$ cat config.mk
export PLATFORM = sky130hd
export DESIGN_NAME = gccnb_updown
export DESIGN_NICKNAME = d
export VERILOG_FILES = /design/src/rtl/gccnb_updown.sv
export SDC_FILE = /design/constraint.sdc
export NUM_CORES = 1
export LEC_CHECK = 0
export ABC_AREA = 1
export BUFFER_PORTS_ARGS = -buffer_cell sky130_fd_sc_hd__buf_2
export CELL_PAD_IN_SITES_DETAIL_PLACEMENT = 1
export CELL_PAD_IN_SITES_GLOBAL_PLACEMENT = 2
export CORE_MARGIN = 5
export CORE_UTILIZATION = 22
export CTS_CLUSTER_DIAMETER = 200
export DETAILED_ROUTE_END_ITERATION = 10
export GPL_ROUTABILITY_DRIVEN = 0
export HOLD_SLACK_MARGIN = 0.03
export PLACE_DENSITY_LB_ADDON = 0.1
export SYNTH_ARGS = -nofsm -noshare
export SYNTH_HDL_FRONTEND = slang
export SYNTH_SLANG_ARGS = --single-unit
export TNS_END_PERCENT = 20
$ cat constraint.sdc
create_clock -name clk -period 1.7 [get_ports clk]
set_input_delay 0.255 -clock clk [delete_from_list [all_inputs] [get_ports clk]]
set_output_delay 0.255 -clock clk [all_outputs]
set_load 0.02 [all_outputs]
$ cat src/rtl/gccnb_updown.sv
`default_nettype none
// ============================================================================
// Module      : gccnb_updown
// Description : WIDTH-bit Gray-code up/down counter with enable, clear,
//               parallel Gray load, binary shadow output and wrap pulse.
//               Define GCCNB_SAT_EN to saturate at the ends instead of
//               wrapping; this also adds the registered 'sat' output.
// Revision    : 1.0 - initial release
// ============================================================================
module gccnb_updown #(
    parameter int WIDTH   = 4,
    parameter int RST_VAL = 0
) (
    input  logic             clk,
    input  logic             rst,
    input  logic             en,
    input  logic             up,
    input  logic             clr,
    input  logic             load,
    input  logic [WIDTH-1:0] load_val,
    output logic [WIDTH-1:0] q,
    output logic [WIDTH-1:0] qbar,
    output logic [WIDTH-1:0] bin,
    output logic             wrap
`ifdef GCCNB_SAT_EN
    ,
    output logic             sat
`endif
);

    localparam logic [WIDTH-1:0] C_RST_BIN = WIDTH'(RST_VAL);
    localparam logic [WIDTH-1:0] C_MAX     = '1;
    localparam logic [WIDTH-1:0] C_ZERO    = '0;
    localparam logic [WIDTH-1:0] C_ONE     = {{(WIDTH-1){1'b0}}, 1'b1};

    logic [WIDTH-1:0] r_b;
    logic             r_wrap;
    logic [WIDTH-1:0] w_b_next;
    logic             w_wrap_next;
    logic [WIDTH-1:0] w_load_bin;

    // Gray to binary: each binary bit is the XOR of all Gray bits at or above it
    always_comb begin
        w_load_bin = '0;
        for (int i = 0; i < WIDTH; i++) begin
            w_load_bin[i] = ^(load_val >> i);
        end
    end

    always_comb begin
        w_b_next    = r_b;
        w_wrap_next = 1'b0;
        if (clr) begin
            w_b_next = C_RST_BIN;
        end else if (load) begin
            w_b_next = w_load_bin;
        end else if (en) begin
            if (up) begin
`ifdef GCCNB_SAT_EN
                if (r_b != C_MAX) w_b_next = r_b + C_ONE;
`else
                w_b_next    = r_b + C_ONE;
                w_wrap_next = (r_b == C_MAX);
`endif
            end else begin
`ifdef GCCNB_SAT_EN
                if (r_b != C_ZERO) w_b_next = r_b - C_ONE;
`else
                w_b_next    = r_b - C_ONE;
                w_wrap_next = (r_b == C_ZERO);
`endif
            end
        end
    end

    always_ff @(posedge clk or posedge rst) begin
        if (rst) begin
            r_b    <= C_RST_BIN;
            r_wrap <= 1'b0;
        end else begin
            r_b    <= w_b_next;
            r_wrap <= w_wrap_next;
        end
    end

`ifdef GCCNB_SAT_EN
    logic r_sat;

    // Flags the limit in the direction currently requested, refreshed every edge
    always_ff @(posedge clk or posedge rst) begin
        if (rst) begin
            r_sat <= 1'b0;
        end else begin
            r_sat <= (w_b_next == (up ? C_MAX : C_ZERO));
        end
    end

    assign sat = r_sat;
`endif

    assign q    = r_b ^ (r_b >> 1);
    assign qbar = ~q;
    assign bin  = r_b;
    assign wrap = r_wrap;

endmodule
`default_nettype wire
# Word-level counts from Yosys, hierarchy flattened

Cells that the tools add are included.
Widths: inputs -> output; s select.

Bits of input ports: 10
Bits in writable memories: 0
Latch bits: 0
Memories kept: 0
Memory bits (read-only): 0
Flip-flop bits (word level): 5
Output and inout port bits: 13
Word-level logic and storage cells: 21

$lt $le $gt $ge: 0
Equal/unequal tests: 1
$add $sub $neg: 2
Shift operators: 0
Muxes and demuxes: 8
$mul: 0
Bitwise operators: 2
Reduce and logical (&&, ||, !) cells: 6
Div/mod/pow operators: 0

Operators by type and width:

| kind                | count |
|---|---|
| $mux 4              | 4 |
| $reduce_xor 4->1    | 4 |
| $add 4x1->4 const B | 1 |
| $eq 4x4->1 const B  | 1 |
| $logic_not 4->1     | 1 |
| $mux 1              | 4 |
| $not 4->4           | 1 |
| $sub 4x1->4 const B | 1 |
| $xor 4x3->4         | 1 |
| $reduce_bool 3->1   | 1 |

# Depth between registers and ports, before layout

Depth in word-level cells: 5
Depth in mapped cells: 9
Depth with buffers taken out: 9

# Worst setup path before layout

No wires, ideal clock.

Kind: flip-flop to output port
Start: register r_b[3], in the netlist bin[3]
End: output port qbar[2]
Cell stages (with the launch flop): 4
Buffers on the path: 0
Arrival time: 1.278 ns
Setup slack: 0.167 ns
Path through: dfrtp_1 > inv_1 > ha_1 > inv_1

Longest elaborated chain between the ends: 2

RTL lines:

| what                     | RTL line | RTL |
|---|---|---|
| start: declaration       | 36       | `logic [WIDTH-1:0] r_b;` |
| start signal: assignment | 81       | `r_b <= w_b_next;` |
| $xor 4x3->4              | 101      | `assign q = r_b ^ (r_b >> 1);` |
| named net q[2]           | 21       | `output logic [WIDTH-1:0] q,` |
| $not 4->4                | 102      | `assign qbar = ~q;` |
| end: declaration         | 22       | `output logic [WIDTH-1:0] qbar,` |

The timed path passes the listed nets, and every way through them passes these cells.

# Final worst setup path

Start: register r_b[0], in the netlist bin[0]
End: output port qbar[0]

Longest elaborated chain between the ends: 2

RTL lines:

| what        | RTL line |
|---|---|
| $xor 4x3->4 | 101 |
| $not 4->4   | 102 |

Every way passes these cells.

==> results.txt <==
The run finished with clean final reports. Sequential cells burn 27.1% of the power. For the area of placed instances, the log shows 648.1 µm². In this run the standard cell core region covers 0.002212 mm².

The min-delay analysis places its worst path in the category input pin to flip-flop. The detail-routed via count per cell is 4.223. In this run the count of I/O pins placed on the die edge is 23. Detailed placement ended at an HPWL of 1211 µm. Internal power comes to 0.0003197 W. The total number of placement rows was 17; the final clock period utilization by the worst path was 93.49%. The logs give 0 for the final-report hold violation count and 2 for the worst-case clock buffer depth.

For this block, the routed nets add up to 1402 µm of wire. The max-slew violation total from the final report came out at 0. The effective utilization at floorplan came out at 23.08%. The share of total power in the clock network was 25.0%; the aggregate global-route resource usage was 9.149%.

The die is 58.17 µm wide. The number of nets with antenna violations after detailed routing came out at 0. Summed over all nets, the switching power comes to 0.0002461 W. The multi-input gate area in the final layout was 310.3 µm²; the net switching share of the total power was 43.50%. The biggest area contributor in the post-synthesis netlist is dfrtp_1.

Average cell area after synthesis: 6.717 µm². The final antenna diode count was 0. The number of global-route vias before repair was 547.

Yosys printed 0 warnings. For the largest vdd supply drop, the log shows 0.5889 mV. For the final database, setup skew stands at 0.002450 ns. The critical path in this run is classified as flip-flop to output pin. After routing the design area is 684.4 µm². The largest net degree at the start of global routing came out at 7. The largest fanout on the critical path is 6. The number of synthesized register bits was 5. The routed design could run at a clock period as short as 1.589 ns. STA puts the critical path data arrival time at 1.33 ns. The worst setup path is launched from a flip-flop. The initial antenna violation count was 0; the TritonCTS sink count was 5.

After detailed routing, the average wire length per cell comes to 10.78 µm. The logs give 125.1 µm² for the area of all sequential standard cells and 0 for the number of remaining DRC errors. The share of Yosys cell area claimed by the top area cell type was 24.51%; the count of routing violations after the opening detailed-route iteration was 16. Power spread over the standard cell area amounts to 826.6 mW/mm².

On the critical path, the stage with the largest delay is an instance of dfrtp_1. Counting both buffers and inverters, the worst setup path holds a total of 3. Data on the critical path is required at its endpoint by 1.44 ns. The total nets after synthesis was 93; the transition time at the pin with the least slew margin was 0.2287 ns. The die height is 58.17 µm, and the clock transition at the register clock pins on the worst setup and hold paths after CTS is 0.05 ns.

In this design, the largest share of critical-path delay is due to flip-flops. The detailed-route via count was 549; the total standard cell area after synthesis was 510.5 µm². The post-synthesis sequential area ratio is 24.51%. Port buffering added 22 buffers. The layout-stage area growth over the synthesis result is 34.07%. Setup repair after global routing left no endpoint under its margin. In this run, distinct cell masters in the synthesized netlist total 15. Number of optimization iterations in the first detailed-route pass: 2. For this run, the slowest stage of the critical path takes 0.45 ns. Setup violations remaining at the end of the flow were counted as 0. The worst relative slew slack is 84.75%. Adding up every negative setup slack in the final design gives 0 ns. The combinational power share was 47.9%. TritonCTS built the clock tree. The signal on the critical path passes through inv_1 > ha_1 > inv_1 > buf_2. For this design the static power due to leakage is 0.4228 nW. The root buffer selected by CTS is clkbuf_4.

The clock reaches the later pin of the worst-skew pair after 0.24 ns. For this run, the post-layout net count is 120. The number of clock buffers added by TritonCTS is 3. The element type at the critical path end was an output pin. The synthesized netlist cell count is 76, and the number of H-tree levels is 1.

The total overflow left after global routing is 0. The post-route netlist has 27.45% of its cells at a drive strength greater than 1. By instance count, the cell type seen most on the critical path is inv_1. After synthesis, the cell types taking the most area are dfrtp_1, nand2_1, ha_1, inv_1, a21oi_1. For the die outline area, the log shows 0.003384 mm².

The fill cell total of the finished layout was 297; the count of max-cap constraint violations was 0. The wire length of the first global-routing pass was 2394 µm. The run gives 629.2 MHz as the maximum achievable frequency.
[synthesized netlist by cell type]
master / count
dfrtp_1: 5
buf_4: 1
nand3_2: 1
nand2_1: 25
nand3_1: 5
ha_1: 6
nor3_1: 1
xor2_1: 1
inv_2: 1
inv_1: 17
nand2_2: 1
xnor2_1: 3
a21oi_1: 6
fa_1: 1
o21ai_0: 2
[worst min-delay path, delay by kind of cell]
family	cells	cell delay, ns
buf+inv	1	0.10
simple gates	2	0.15
[timing repair]
action | CTS | global route
resized for setup | 0 | 0
hold buffers | 1 | 0
setup buffers | 0 | 0
hold endpoints to repair | 5 | 0
endpoints found under the setup margin | 0 | 0
[logic make-up (layout without fill, tap and decap cells)]
| group | after synthesis | in the layout | share of synthesized area [%] |
|---|---|---|---|
| xor gates and xnor gates | 4 | 4 | 6.864 |
| adders and majority gates | 7 | 7 | 18.63 |
| and+or+nand+nor | 33 | 33 | 27.45 |
| AOI/OAI and AO/OA | 8 | 8 | 7.843 |
| buffers and inverters | 19 | 45 | 14.71 |
| DFF | 5 | 5 | 24.51 |
[flip-flops by register name, indices dropped and copies added (netlist names)]
register / flops
wrap: 1
bin: 4
[path summary, 6_finish.rpt]
check	depth (start not counted)	from	slack, ns	to
worst max-delay path	4	bin[0]$_DFFE_PP0P_	0.11	qbar[0]
worst min-delay path	3	en	0.32	wrap$_DFF_PP0_
worst max register to register	5	bin[0]$_DFFE_PP0P_	0.21	bin[2]$_DFFE_PP0P_
worst min register to register	2	bin[3]$_DFFE_PP0P_	0.60	bin[3]$_DFFE_PP0P_
max in group asynchronous	3	rst	1.06	bin[0]$_DFFE_PP0P_
min in group asynchronous	3	rst	0.46	bin[2]$_DFFE_PP0P_
[per-stage QoR]
step | hold WS (ns) | util (%) | worst slack [ns] | std cells | power (W)
floorplan | 0.03352 | - | 0.1666 | 76 | 0.0003380
global placement | 0.1602 | 29.30 | 0.1231 | 125 | 0.0004335
detailed placement | 0.1665 | 29.30 | 0.1715 | 125 | 0.0004322
CTS | 0.3141 | 30.94 | 0.07993 | 130 | 0.0005788
global route | 0.3212 | 30.94 | 0.001085 | 130 | 0.0006189
finish | 0.3161 | 30.94 | 0.1107 | 130 | 0.0005657
[metal layers]
| metal | GRT usage (%) | vias up | wire, µm |
|---|---|---|---|
| met5 | 0 | - | 0 |
| met4 | 0.9934 | 0 | 0 |
| met3 | 2.895 | 0 | 89 |
| met2 | 14.68 | 16 | 659 |
| met1 | 12.37 | 253 | 653 |
| li1 | - | 280 | - |
[power groups by stage]
| stage | registers [W] | clock network (W) | logic [W] |
|---|---|---|---|
| global placement | 0.000157 | 0 | 0.000277 |
| finish | 0.000154 | 0.000141 | 0.000271 |
| CTS | 0.000155 | 0.000145 | 0.000279 |
| floorplan | 0.000165 | 0 | 0.000173 |
| detailed placement | 0.000157 | 0 | 0.000276 |
| global route | 0.000157 | 0.000156 | 0.000306 |
[cell type report]
class,count,share of cell area (%)
well taps,28,5.119
flip-flops and latches,5,18.28
repair buffers,23,17.55
clock buffers,4,3.839
multi-input cells,52,45.34
inverters,18,9.872
[placed cells by master, fill, tap and decap left out, drive strengths merged]
cell	instances
dfrtp	5
buf	22
inv	18
dlygate4sd3	1
fa	1
xor2	1
nand2	26
o21ai	2
nand3	6
a21oi	6
xnor2	3
nor3	1
ha	6
clkbuf	4
Power figures use the tool's default switching activity.
